[config.mk]
export PLATFORM = sky130hd
export DESIGN_NAME = wb_port_arbiter_flat
export DESIGN_NICKNAME = d
export VERILOG_FILES = /design/src/rtl/wb_port_arbiter_if.sv /design/src/rtl/wb_port_arbiter.sv /design/src/flat_wrapper.sv
export SDC_FILE = /design/constraint.sdc
export NUM_CORES = 1
export LEC_CHECK = 0
export ABC_AREA = 1
export CAP_MARGIN = 20
export CORE_UTILIZATION = 30
export DETAILED_ROUTE_END_ITERATION = 10
export GPL_ROUTABILITY_DRIVEN = 1
export SLEW_MARGIN = 0
export SYNTH_ARGS = -nofsm -noshare
export SYNTH_HDL_FRONTEND = slang
export SYNTH_SLANG_ARGS = --single-unit
export TNS_END_PERCENT = 5
[constraint.sdc]
create_clock -name clk -period 3.55 [get_ports clk]
set_clock_uncertainty 0.2 [all_clocks]
set_input_delay 1.065 -clock clk [delete_from_list [all_inputs] [get_ports clk]]
set_output_delay 1.065 -clock clk [all_outputs]
set_load 0.02 [all_outputs]
[src/rtl/wb_port_arbiter_if.sv]
// Bundle of the writeback-port signals shared by the pipeline, the
// multiply/divide unit and the register file.
//
// Handshake: the MD side offers a result with md_valid; it transfers on a
// clock edge where md_valid && md_ready. Once raised, md_valid and its
// payload stay stable until that transfer. The pipeline side has no ready
// signal. A result offered while pipe_stall is high is not consumed and
// must be held unchanged into the next cycle.
interface wb_port_arbiter_if #(
   parameter int DATA_WIDTH = 32,
   parameter int FIFO_DEPTH = 2,
   parameter int CNT_W      = $clog2(FIFO_DEPTH + 1)
);
   logic                  pipe_valid;
   logic [4:0]            pipe_rd;
   logic [DATA_WIDTH-1:0] pipe_data;
   logic                  pipe_stall;
   logic                  md_valid;
   logic                  md_ready;
   logic [4:0]            md_rd;
   logic [DATA_WIDTH-1:0] md_data;
   logic                  load_regfile;
   logic [4:0]            regfile_dest;
   logic [DATA_WIDTH-1:0] regfile_in;
   logic                  md_retire;
   logic [4:0]            md_retire_rd;
   logic [CNT_W-1:0]      fifo_count;

   // Environment side: pipeline, MD unit, regfile and scoreboard.
   modport master (
      output pipe_valid, pipe_rd, pipe_data, md_valid, md_rd, md_data,
      input  pipe_stall, md_ready, load_regfile, regfile_dest, regfile_in,
             md_retire, md_retire_rd, fifo_count
   );

   // Arbiter side.
   modport slave (
      input  pipe_valid, pipe_rd, pipe_data, md_valid, md_rd, md_data,
      output pipe_stall, md_ready, load_regfile, regfile_dest, regfile_in,
             md_retire, md_retire_rd, fifo_count
   );
endinterface

[src/rtl/wb_port_arbiter.sv]
// Writeback port arbiter: the pipeline owns the regfile write port by
// default. Multiply/divide results wait in a small FIFO and take the port
// when the pipeline leaves it idle, or force a pipeline stall once they have
// been denied for STARVE_LIMIT cycles. The winning write is registered.
module wb_port_arbiter #(
   parameter int DATA_WIDTH   = 32,
   parameter int FIFO_DEPTH   = 2,
   parameter int STARVE_LIMIT = 4,
   parameter int CNT_W        = $clog2(FIFO_DEPTH + 1)
) (
   input logic               clk,
   input logic               rst,
   wb_port_arbiter_if.slave  io_bus
);
   localparam int PTR_W = (FIFO_DEPTH > 1) ? $clog2(FIFO_DEPTH) : 1;
   localparam int STV_W = (STARVE_LIMIT > 0) ? $clog2(STARVE_LIMIT + 1) : 1;
   localparam logic [CNT_W-1:0] DEPTH_C = CNT_W'(FIFO_DEPTH);
   localparam logic [STV_W-1:0] LIMIT_C = STV_W'(STARVE_LIMIT);

   // FIFO storage is not reset: occupancy alone decides what is valid.
   logic [4:0]            r_mem_rd   [FIFO_DEPTH];
   logic [DATA_WIDTH-1:0] r_mem_data [FIFO_DEPTH];
   logic [PTR_W-1:0]      r_wr_ptr;
   logic [PTR_W-1:0]      r_rd_ptr;
   logic [CNT_W-1:0]      r_count;
   logic [STV_W-1:0]      r_starve;

   logic                  r_load;
   logic [4:0]            r_dest;
   logic [DATA_WIDTH-1:0] r_data;
   logic                  r_retire;
   logic [4:0]            r_retire_rd;

   logic                  w_fifo_empty;
   logic                  w_md_ready;
   logic                  w_push;
   logic                  w_pop;
   logic                  w_pipe_needs;
   logic                  w_grant_md;
   logic [4:0]            w_head_rd;
   logic [DATA_WIDTH-1:0] w_head_data;
   logic [CNT_W-1:0]      w_count_nxt;
   logic [STV_W-1:0]      w_starve_nxt;

   // Ready comes from registered occupancy only, so a full FIFO refuses a
   // push even in the cycle it pops; this keeps md_ready off the grant path.
   assign w_fifo_empty = (r_count == '0);
   assign w_md_ready   = !rst && (r_count < DEPTH_C);
   assign w_push       = io_bus.md_valid && w_md_ready;
   assign w_pop        = w_grant_md;
   assign w_pipe_needs = io_bus.pipe_valid && (io_bus.pipe_rd != 5'd0);
   assign w_head_rd    = r_mem_rd[r_rd_ptr];
   assign w_head_data  = r_mem_data[r_rd_ptr];

   // Grant: MD wins when it has data and the pipeline either does not need
   // the port (idle or rd=0) or has starved the FIFO long enough.
   always_comb begin
      w_grant_md = 1'b0;
      if (!w_fifo_empty) begin
         w_grant_md = !w_pipe_needs || (r_starve >= LIMIT_C);
      end
   end

   // Next occupancy and starvation count.
   always_comb begin
      w_count_nxt  = r_count;
      w_starve_nxt = r_starve;
      case ({w_push, w_pop})
         2'b10:   w_count_nxt = r_count + CNT_W'(1);
         2'b01:   w_count_nxt = r_count - CNT_W'(1);
         default: w_count_nxt = r_count;
      endcase
      if (w_fifo_empty || w_grant_md) begin
         w_starve_nxt = '0;
      end else if (r_starve < LIMIT_C) begin
         w_starve_nxt = r_starve + STV_W'(1);
      end
   end

   // FIFO payload write; the depth is a power of two so pointers wrap
   // naturally.
   always_ff @(posedge clk) begin
      if (w_push) begin
         r_mem_rd[r_wr_ptr]   <= io_bus.md_rd;
         r_mem_data[r_wr_ptr] <= io_bus.md_data;
      end
   end

   // FIFO pointers, occupancy and starvation counter.
   always_ff @(posedge clk or posedge rst) begin
      if (rst) begin
         r_wr_ptr <= '0;
         r_rd_ptr <= '0;
         r_count  <= '0;
         r_starve <= '0;
      end else begin
         if (w_push) r_wr_ptr <= r_wr_ptr + PTR_W'(1);
         if (w_pop)  r_rd_ptr <= r_rd_ptr + PTR_W'(1);
         r_count  <= w_count_nxt;
         r_starve <= w_starve_nxt;
      end
   end

   // Registered regfile write and retire pulse. An MD entry with rd=0 is
   // retired without writing; dest/data hold when nothing is written.
   always_ff @(posedge clk or posedge rst) begin
      if (rst) begin
         r_load      <= 1'b0;
         r_dest      <= 5'd0;
         r_data      <= '0;
         r_retire    <= 1'b0;
         r_retire_rd <= 5'd0;
      end else if (w_grant_md) begin
         r_load      <= (w_head_rd != 5'd0);
         r_dest      <= w_head_rd;
         r_data      <= w_head_data;
         r_retire    <= 1'b1;
         r_retire_rd <= w_head_rd;
      end else begin
         r_load   <= w_pipe_needs;
         r_retire <= 1'b0;
         if (w_pipe_needs) begin
            r_dest <= io_bus.pipe_rd;
            r_data <= io_bus.pipe_data;
         end
      end
   end

   assign io_bus.pipe_stall   = w_grant_md && w_pipe_needs;
   assign io_bus.md_ready     = w_md_ready;
   assign io_bus.load_regfile = r_load;
   assign io_bus.regfile_dest = r_dest;
   assign io_bus.regfile_in   = r_data;
   assign io_bus.md_retire    = r_retire;
   assign io_bus.md_retire_rd = r_retire_rd;
   assign io_bus.fifo_count   = r_count;
endmodule

[src/flat_wrapper.sv]
// flat-port wrapper written by rule: the top's interface ports become plain ports
module wb_port_arbiter_flat 
#(
   parameter int DATA_WIDTH   = 32,
   parameter int FIFO_DEPTH   = 2,
   parameter int STARVE_LIMIT = 4,
   parameter int CNT_W        = $clog2(FIFO_DEPTH + 1)
)
  (clk, rst, io_bus_pipe_valid, io_bus_pipe_rd, io_bus_pipe_data, io_bus_md_valid, io_bus_md_rd, io_bus_md_data, io_bus_pipe_stall, io_bus_md_ready, io_bus_load_regfile, io_bus_regfile_dest, io_bus_regfile_in, io_bus_md_retire, io_bus_md_retire_rd, io_bus_fifo_count);
  wb_port_arbiter_if #(.DATA_WIDTH(DATA_WIDTH), .FIFO_DEPTH(FIFO_DEPTH), .CNT_W(CNT_W)) io_bus_i ();
  input logic clk;
  input logic rst;
  input wire logic [$bits(io_bus_i.pipe_valid)-1:0] io_bus_pipe_valid;
  input wire logic [$bits(io_bus_i.pipe_rd)-1:0] io_bus_pipe_rd;
  input wire logic [$bits(io_bus_i.pipe_data)-1:0] io_bus_pipe_data;
  input wire logic [$bits(io_bus_i.md_valid)-1:0] io_bus_md_valid;
  input wire logic [$bits(io_bus_i.md_rd)-1:0] io_bus_md_rd;
  input wire logic [$bits(io_bus_i.md_data)-1:0] io_bus_md_data;
  output wire logic [$bits(io_bus_i.pipe_stall)-1:0] io_bus_pipe_stall;
  output wire logic [$bits(io_bus_i.md_ready)-1:0] io_bus_md_ready;
  output wire logic [$bits(io_bus_i.load_regfile)-1:0] io_bus_load_regfile;
  output wire logic [$bits(io_bus_i.regfile_dest)-1:0] io_bus_regfile_dest;
  output wire logic [$bits(io_bus_i.regfile_in)-1:0] io_bus_regfile_in;
  output wire logic [$bits(io_bus_i.md_retire)-1:0] io_bus_md_retire;
  output wire logic [$bits(io_bus_i.md_retire_rd)-1:0] io_bus_md_retire_rd;
  output wire logic [$bits(io_bus_i.fifo_count)-1:0] io_bus_fifo_count;
  assign io_bus_i.pipe_valid = io_bus_pipe_valid;
  assign io_bus_i.pipe_rd = io_bus_pipe_rd;
  assign io_bus_i.pipe_data = io_bus_pipe_data;
  assign io_bus_i.md_valid = io_bus_md_valid;
  assign io_bus_i.md_rd = io_bus_md_rd;
  assign io_bus_i.md_data = io_bus_md_data;
  assign io_bus_pipe_stall = io_bus_i.pipe_stall;
  assign io_bus_md_ready = io_bus_i.md_ready;
  assign io_bus_load_regfile = io_bus_i.load_regfile;
  assign io_bus_regfile_dest = io_bus_i.regfile_dest;
  assign io_bus_regfile_in = io_bus_i.regfile_in;
  assign io_bus_md_retire = io_bus_i.md_retire;
  assign io_bus_md_retire_rd = io_bus_i.md_retire_rd;
  assign io_bus_fifo_count = io_bus_i.fifo_count;
  wb_port_arbiter #(.DATA_WIDTH(DATA_WIDTH), .FIFO_DEPTH(FIFO_DEPTH), .STARVE_LIMIT(STARVE_LIMIT), .CNT_W(CNT_W)) u_core (.clk(clk), .rst(rst), .io_bus(io_bus_i));
endmodule
# Word level (Yosys, flattened, before mapping)
# Memory sizes are Yosys's and may differ from the RTL's.
# Cells that the tools add are included.
totals:
  word_cells: 47
  inputBits: 78
  ram_bits: 74
  out_inout_bits: 48
  mem_count: 2
  register_bits: 51
mem_list:
  columns: ["name", "depth", "word_bits", "rd", "rd_ports_with_merged_regs", "write_ports", "line", "source"]
  rows:
  - ["u_core.r_mem_data", 2, 32, 1, 0, 1, "wb_port_arbiter.sv:22", "logic [DATA_WIDTH-1:0] r_mem_data [FIFO_DEPTH];"]
  - ["u_core.r_mem_rd", 2, 5, 1, 0, 1, "wb_port_arbiter.sv:21", "logic [4:0] r_mem_rd [FIFO_DEPTH];"]
classes:
  mux: 12
  n_reduce_logical: 14
  magnitude_cmp: 3
  n_addsub: 5
  eq_ne: 2
ops:
  columns: ["cell", "n"]
  rows:
  - ["32-bit 2-to-1 mux", 2]
  - ["5-bit 2-to-1 mux", 2]
  - ["5-bit nonzero test", 2]
  - ["3-bit 2-to-1 mux", 2]
  - ["2-bit nonzero test", 3]
  - ["1-bit 2-to-1 mux", 5]
  - ["1-bit logical AND", 4]
  - ["2-bit case mux with 2 select lines", 1]
  - ["3-bit by 1-bit adder with 3-bit output, second input constant", 1]
  - ["3-bit greater-or-equal comparator, second input constant", 1]
  - ["3-bit < comparator, second input constant", 1]
  - ["1-bit adder, second input constant", 2]
  - ["2-bit by 1-bit adder with 2-bit output, second input constant", 1]
  - ["2-bit by 1-bit == test with 1-bit output, second input constant", 1]
  - ["2-bit == test, second input constant", 1]
  - ["1-bit zero test", 2]
  - ["2-bit zero test", 1]
  - ["1-bit logical OR", 2]
  - ["2-bit < comparator, second input constant", 1]
  - ["2-bit by 1-bit subtractor with 2-bit output, second input constant", 1]

# Depth between registers and ports, before layout
depth:
  word_depth: 7
  ltp_mapped: 9
  mapped_depth_nobuf: 9

# Worst setup path before layout
# Ideal clock, no wire load.
synth_timing:
  kind: "input to register"
  start: "in rst"
  end: "mem u_core.r_mem_data[0][0] (enable)"
  setup_time_ns: 0.431
  slack_ns: -0.255
  stages: 3
  t_required_ns: 2.919
  arrival_ns: 3.174
  n_path_buf: 0
  cell_sequence: "nor2_1 > nand2_1 > nor2_1"
synth_via:
  elab_chain_len: 5
synth_lines:
  columns: ["item", "line", "source"]
  rows:
  - ["start: declaration", "flat_wrapper.sv:12", "input logic rst;"]
  - ["1-bit zero test", "wb_port_arbiter.sv:48", "assign w_md_ready = !rst && (r_count < DEPTH_C);"]
  - ["1-bit logical AND", "wb_port_arbiter.sv:48", null]
  - ["1-bit logical AND", "wb_port_arbiter.sv:49", "assign w_push = io_bus.md_valid && w_md_ready;"]
  - ["1-bit 2-to-1 mux", "wb_port_arbiter.sv:83", "if (w_push) begin"]
  - ["1-bit 2-to-1 mux (not written as such)", "wb_port_arbiter.sv:85", "r_mem_data[r_wr_ptr] <= io_bus.md_data;"]
  - ["end: declaration", "wb_port_arbiter.sv:22", null]
# Every way passes these cells.

# Final worst setup path
layout_timing:
  start: "in io_bus_pipe_rd[1]"
  end: "out io_bus_pipe_stall"
layout_via:
  elab_chain_len: 6
layout_lines:
  columns: ["item", "line", "source"]
  rows:
  - ["start: declaration", "flat_wrapper.sv:14", "input wire logic [$bits(io_bus_i.pipe_rd)-1:0] io_bus_pipe_rd;"]
  - ["5-bit nonzero test", "wb_port_arbiter.sv:51", "assign w_pipe_needs = io_bus.pipe_valid && (io_bus.pipe_rd != 5'd0);"]
  - ["1-bit logical AND", "wb_port_arbiter.sv:51", null]
  - ["1-bit zero test", "wb_port_arbiter.sv:60", "w_grant_md = !w_pipe_needs || (r_starve >= LIMIT_C);"]
  - ["1-bit logical OR", "wb_port_arbiter.sv:60", null]
  - ["1-bit 2-to-1 mux", "wb_port_arbiter.sv:59", "if (!w_fifo_empty) begin"]
  - ["net u_core.w_grant_md", "wb_port_arbiter.sv:39", "logic w_grant_md;"]
  - ["1-bit logical AND", "wb_port_arbiter.sv:129", "assign io_bus.pipe_stall = w_grant_md && w_pipe_needs;"]
  - ["end: declaration", "flat_wrapper.sv:19", "output wire logic [$bits(io_bus_i.pipe_stall)-1:0] io_bus_pipe_stall;"]
# The timed path passes the listed nets, and every way through them passes these cells.

==> metrics.md <==
| Metric | Value |
|---|---|
| Outcome | `finished clean` |
| Count of cell types in the netlist | `25` |
| # hold bufs at CTS | `0` |
| Fmax | `290 MHz` |
| Starting DRT DRC Count | `233` |
| Detailed Place HPWL | `approximately 9 mm` |
| Row Count | `48` |
| FILL cells | `1571` |
| Post-synth ARST share | `0.408` |
| Placed cell area | `~6800 um^2` |
| Root buf cell | `clkbuf_16` |
| Buf/Inv on CP | `4` |
| Crit path kind | `input port to output pin` |
| Core area | `17200 um^2` |
| Synthesized flop and latch total | `125` |
| Syn Area/Cell | `about 11 um^2` |
| Via Count | `roughly 3900` |
| Share of layout cells above drive strength 1 | `0.114` |
| Final instance area | `between 7000 and 8000 um^2` |
| Max clock buf depth | `2` |
| Starting density of the core | `0.307` |
| Startpoint Class | `input port` |
| Die extent in y | `~130 um` |
| Tmin final | `between 3 and 4 ns` |
| Most used flip-flop cell after synthesis | `edfxtp_1` |
| Cells along the critical path | `clkdlybuf4s50_1 > nor2_2 > nand3_2 > nand3_4 > nand2_4 > inv_2 > nand2_1 > inv_1 > buf_2` |
| Top cell type's share of synthesized area | `0.420` |
| PwrDens | `roughly 840 nW/um^2` |
| Post-synth EDFFs | `74` |
| Worst Path Arrival | `approximately 2.2 ns` |
| Final worst-path cycle share | `0.970` |
| Pre-antenna DRT Iters | `4` |
| Worst hold slack | `approximately 0.25 ns` |
| Nets@finish | `707` |
| Post-synthesis sequential area ratio | `0.661` |
| Min-delay worst type | `register to register` |
| Leak Pwr | `3.11 nW` |
| Layout area overhead | `40.8%` |
| # setup viols final | `0` |
| I/O Buffers | `around 130` |
| Synth Cell Area | `between 5000 and 6000 um^2` |
| Clk pin slew, worst setup/hold paths | `0.06 ns` |
| Crit path max-delay cell type | `clkdlybuf4s50_1` |
| Placer Congestion | `0.828` |
| Postcts setup bufs | `0` |
| Max VDD drop | `about 0.35 mV` |
| Synth warn | `0` |
| Drt total wl | `~13 mm` |
| Num CTS Buffers | `17` |
| Vias/cell | `4.49` |
| R2R depth | `6` |
| Least-Margin Pin Slew | `roughly 0.69 ns` |
| First-pass GRT wire length | `about 21 mm` |
| Hold Fails Final Rpt | `0` |
| WL/cell | `about 15 um` |
| Max-slew violations | `0` |
| Initial antenna violation count | `1` |
| WP depth | `9` |
| RSZ-0062 raised after global routing | `false` |
| Die Area | `18200 um^2` |
| Area contributors post-synth | `edfxtp_1 42%, dfrtp_1 24%, nand2_1 9.4%` |
| Worst hold stages | `1` |
| Ports | `126` |
| Skew-Pair Late Insertion Delay | `approximately 0.41 ns` |
| GRT Overall Usage | `0.153` |
| Most frequent cell after synthesis | `nand2_1` |
| GRT overflow | `0` |
| Worst relative slew slack | `0.541` |
| Largest net degree at the start of global routing | `57` |
| # DRC | `0` |
| CP max stage delay | `between 0.4 and 0.5 ns` |
| CTS sink count | `about 130` |
| H-tree depth | `4` |
| CP Capture Type | `output pin` |
| Syn Inst Count | `498` |
| Antenna-violating nets left | `0` |
| Top cells by count, synth | `133 x nand2_1, 77 x nand3_1, 74 x edfxtp_1` |
| Delay-heaviest family, CP | `buffers and inverters` |
| Top cell type by total area after synthesis | `edfxtp_1` |
| Die Width | `135 um` |
| CTS tree | `built` |
| Critical Path RT | `2.28 ns` |
| Synth Net Count | `approximately 580` |
| Max-capacitance violation count | `0` |
| Vias in the first global route | `approximately 3900` |
| CP max FO | `2` |
==> cell type report <==
| class | count | area (um^2) | share of cell area |
|---|---|---|---|
| Antenna cell | 1 | 2.50 | 0.000336 |
| Clock buffer | 18 | 439 | 0.0590 |
| Clock inverter | 14 | 240 | 0.0322 |
| Inverter | 45 | 169 | 0.0227 |
| Multi-Input combinational cell | 299 | 1440 | 0.193 |
| Sequential cell | 125 | 3500 | 0.470 |
| Tap cell | 225 | 282 | 0.0378 |
| Timing Repair Buffer | 139 | 1380 | 0.185 |
==> cell families after synthesis <==
group / after synthesis / share of synthesized area
XOR/XNOR: 4 / 0.00662
flip-flops: 125 / 0.661
AO/OA/AOI/OAI: 35 / 0.0331
AND/OR/NAND/NOR: 258 / 0.223
adder cells (fa/ha/maj): 2 / 0.00473
buffers and inverters: 74 / 0.0712
==> flip-flops by register name, indices dropped and copies added, names as in the netlist <==
signal	cells
u_core.io_bus.load_regfile	1
u_core.io_bus.md_retire	1
u_core.r_mem_rd	10
u_core.r_starve	3
u_core.io_bus.regfile_in	32
u_core.r_mem_data	64
u_core.io_bus.fifo_count	2
u_core.io_bus.regfile_dest	5
u_core.io_bus.md_retire_rd	5
u_core.r_rd_ptr	1
u_core.r_wr_ptr	1
==> cell usage in the layout (no fill, tap or decap), types with 2 or more instances in the layout <==
cell type,instances
edfxtp_1,74
bufinv_16,6
and2_1,2
clkbuf_16,17
buf_4,12
xnor2_1,2
clkdlybuf4s50_1,123
dfrtp_1,51
nand2_1,133
inv_1,40
clkinvlp_4,4
o21ai_0,19
nor2_1,6
inv_2,5
nor2_4,3
or2_2,14
ha_1,2
o21ai_1,15
clkinv_4,2
nand3_1,77
nand4_1,18
buf_12,2
xor2_1,2
==> final timing paths <==
path | startpoint | end | slack (ns)
max in group asynchronous | rst | u_core.io_bus.regfile_in[15]$_DFFE_PP0P_ | 1.72
max | io_bus_pipe_rd[1] | io_bus_pipe_stall | 0.11
max reg2reg | u_core.r_rd_ptr$_DFFE_PP0N_ | u_core.io_bus.load_regfile$_DFF_PP0_ | 1.36
min | u_core.r_starve[0]$_DFFE_PP0P_ | u_core.r_starve[0]$_DFFE_PP0P_ | 0.25
min in group asynchronous | rst | u_core.io_bus.fifo_count[0]$_DFFE_PP0P_ | 0.86
min reg2reg | u_core.r_starve[0]$_DFFE_PP0P_ | u_core.r_starve[0]$_DFFE_PP0P_ | 0.25
==> metal layers <==
metal,vias to the layer above,track usage,share of wire
met5,-,0,0
met4,0,0.0581,0.0061
met3,5,0.0413,0.051
met2,92,0.255,0.51
met1,1857,0.188,0.43
li1,1931,-,-
==> where the power goes <==
part | internal (W) | switching (W) | total, W
Clock | 0.00133 | 0.000630 | 0.00196
Combinational | 0.000882 | 0.00123 | 0.00212
Sequential | 0.00192 | 0.000224 | 0.00214
==> per-stage QoR <==
step | setup slack, ns | power (W) | utilization | setup TNS, ns | std cells
after floorplan | -0.255 | 0.00339 | - | -18.87 | 498
after global placement | -0.326 | 0.00427 | 0.393 | -0.326 | 833
after detailed placement | -0.342 | 0.00432 | 0.393 | -0.342 | 833
after CTS | 0.00411 | 0.00631 | 0.432 | 0 | 865
after global routing | 0.0154 | 0.00659 | 0.432 | 0 | 865
final | 0.106 | 0.00622 | 0.432 | 0 | 866
==> repair_timing <==
item | in CTS | in global routing
setup endpoints to repair | 1 | 2
pin swaps | 1 | 0
gates cloned | 0 | 0
gates resized for setup | 3 | 3
Power figures use the tool's default switching activity.
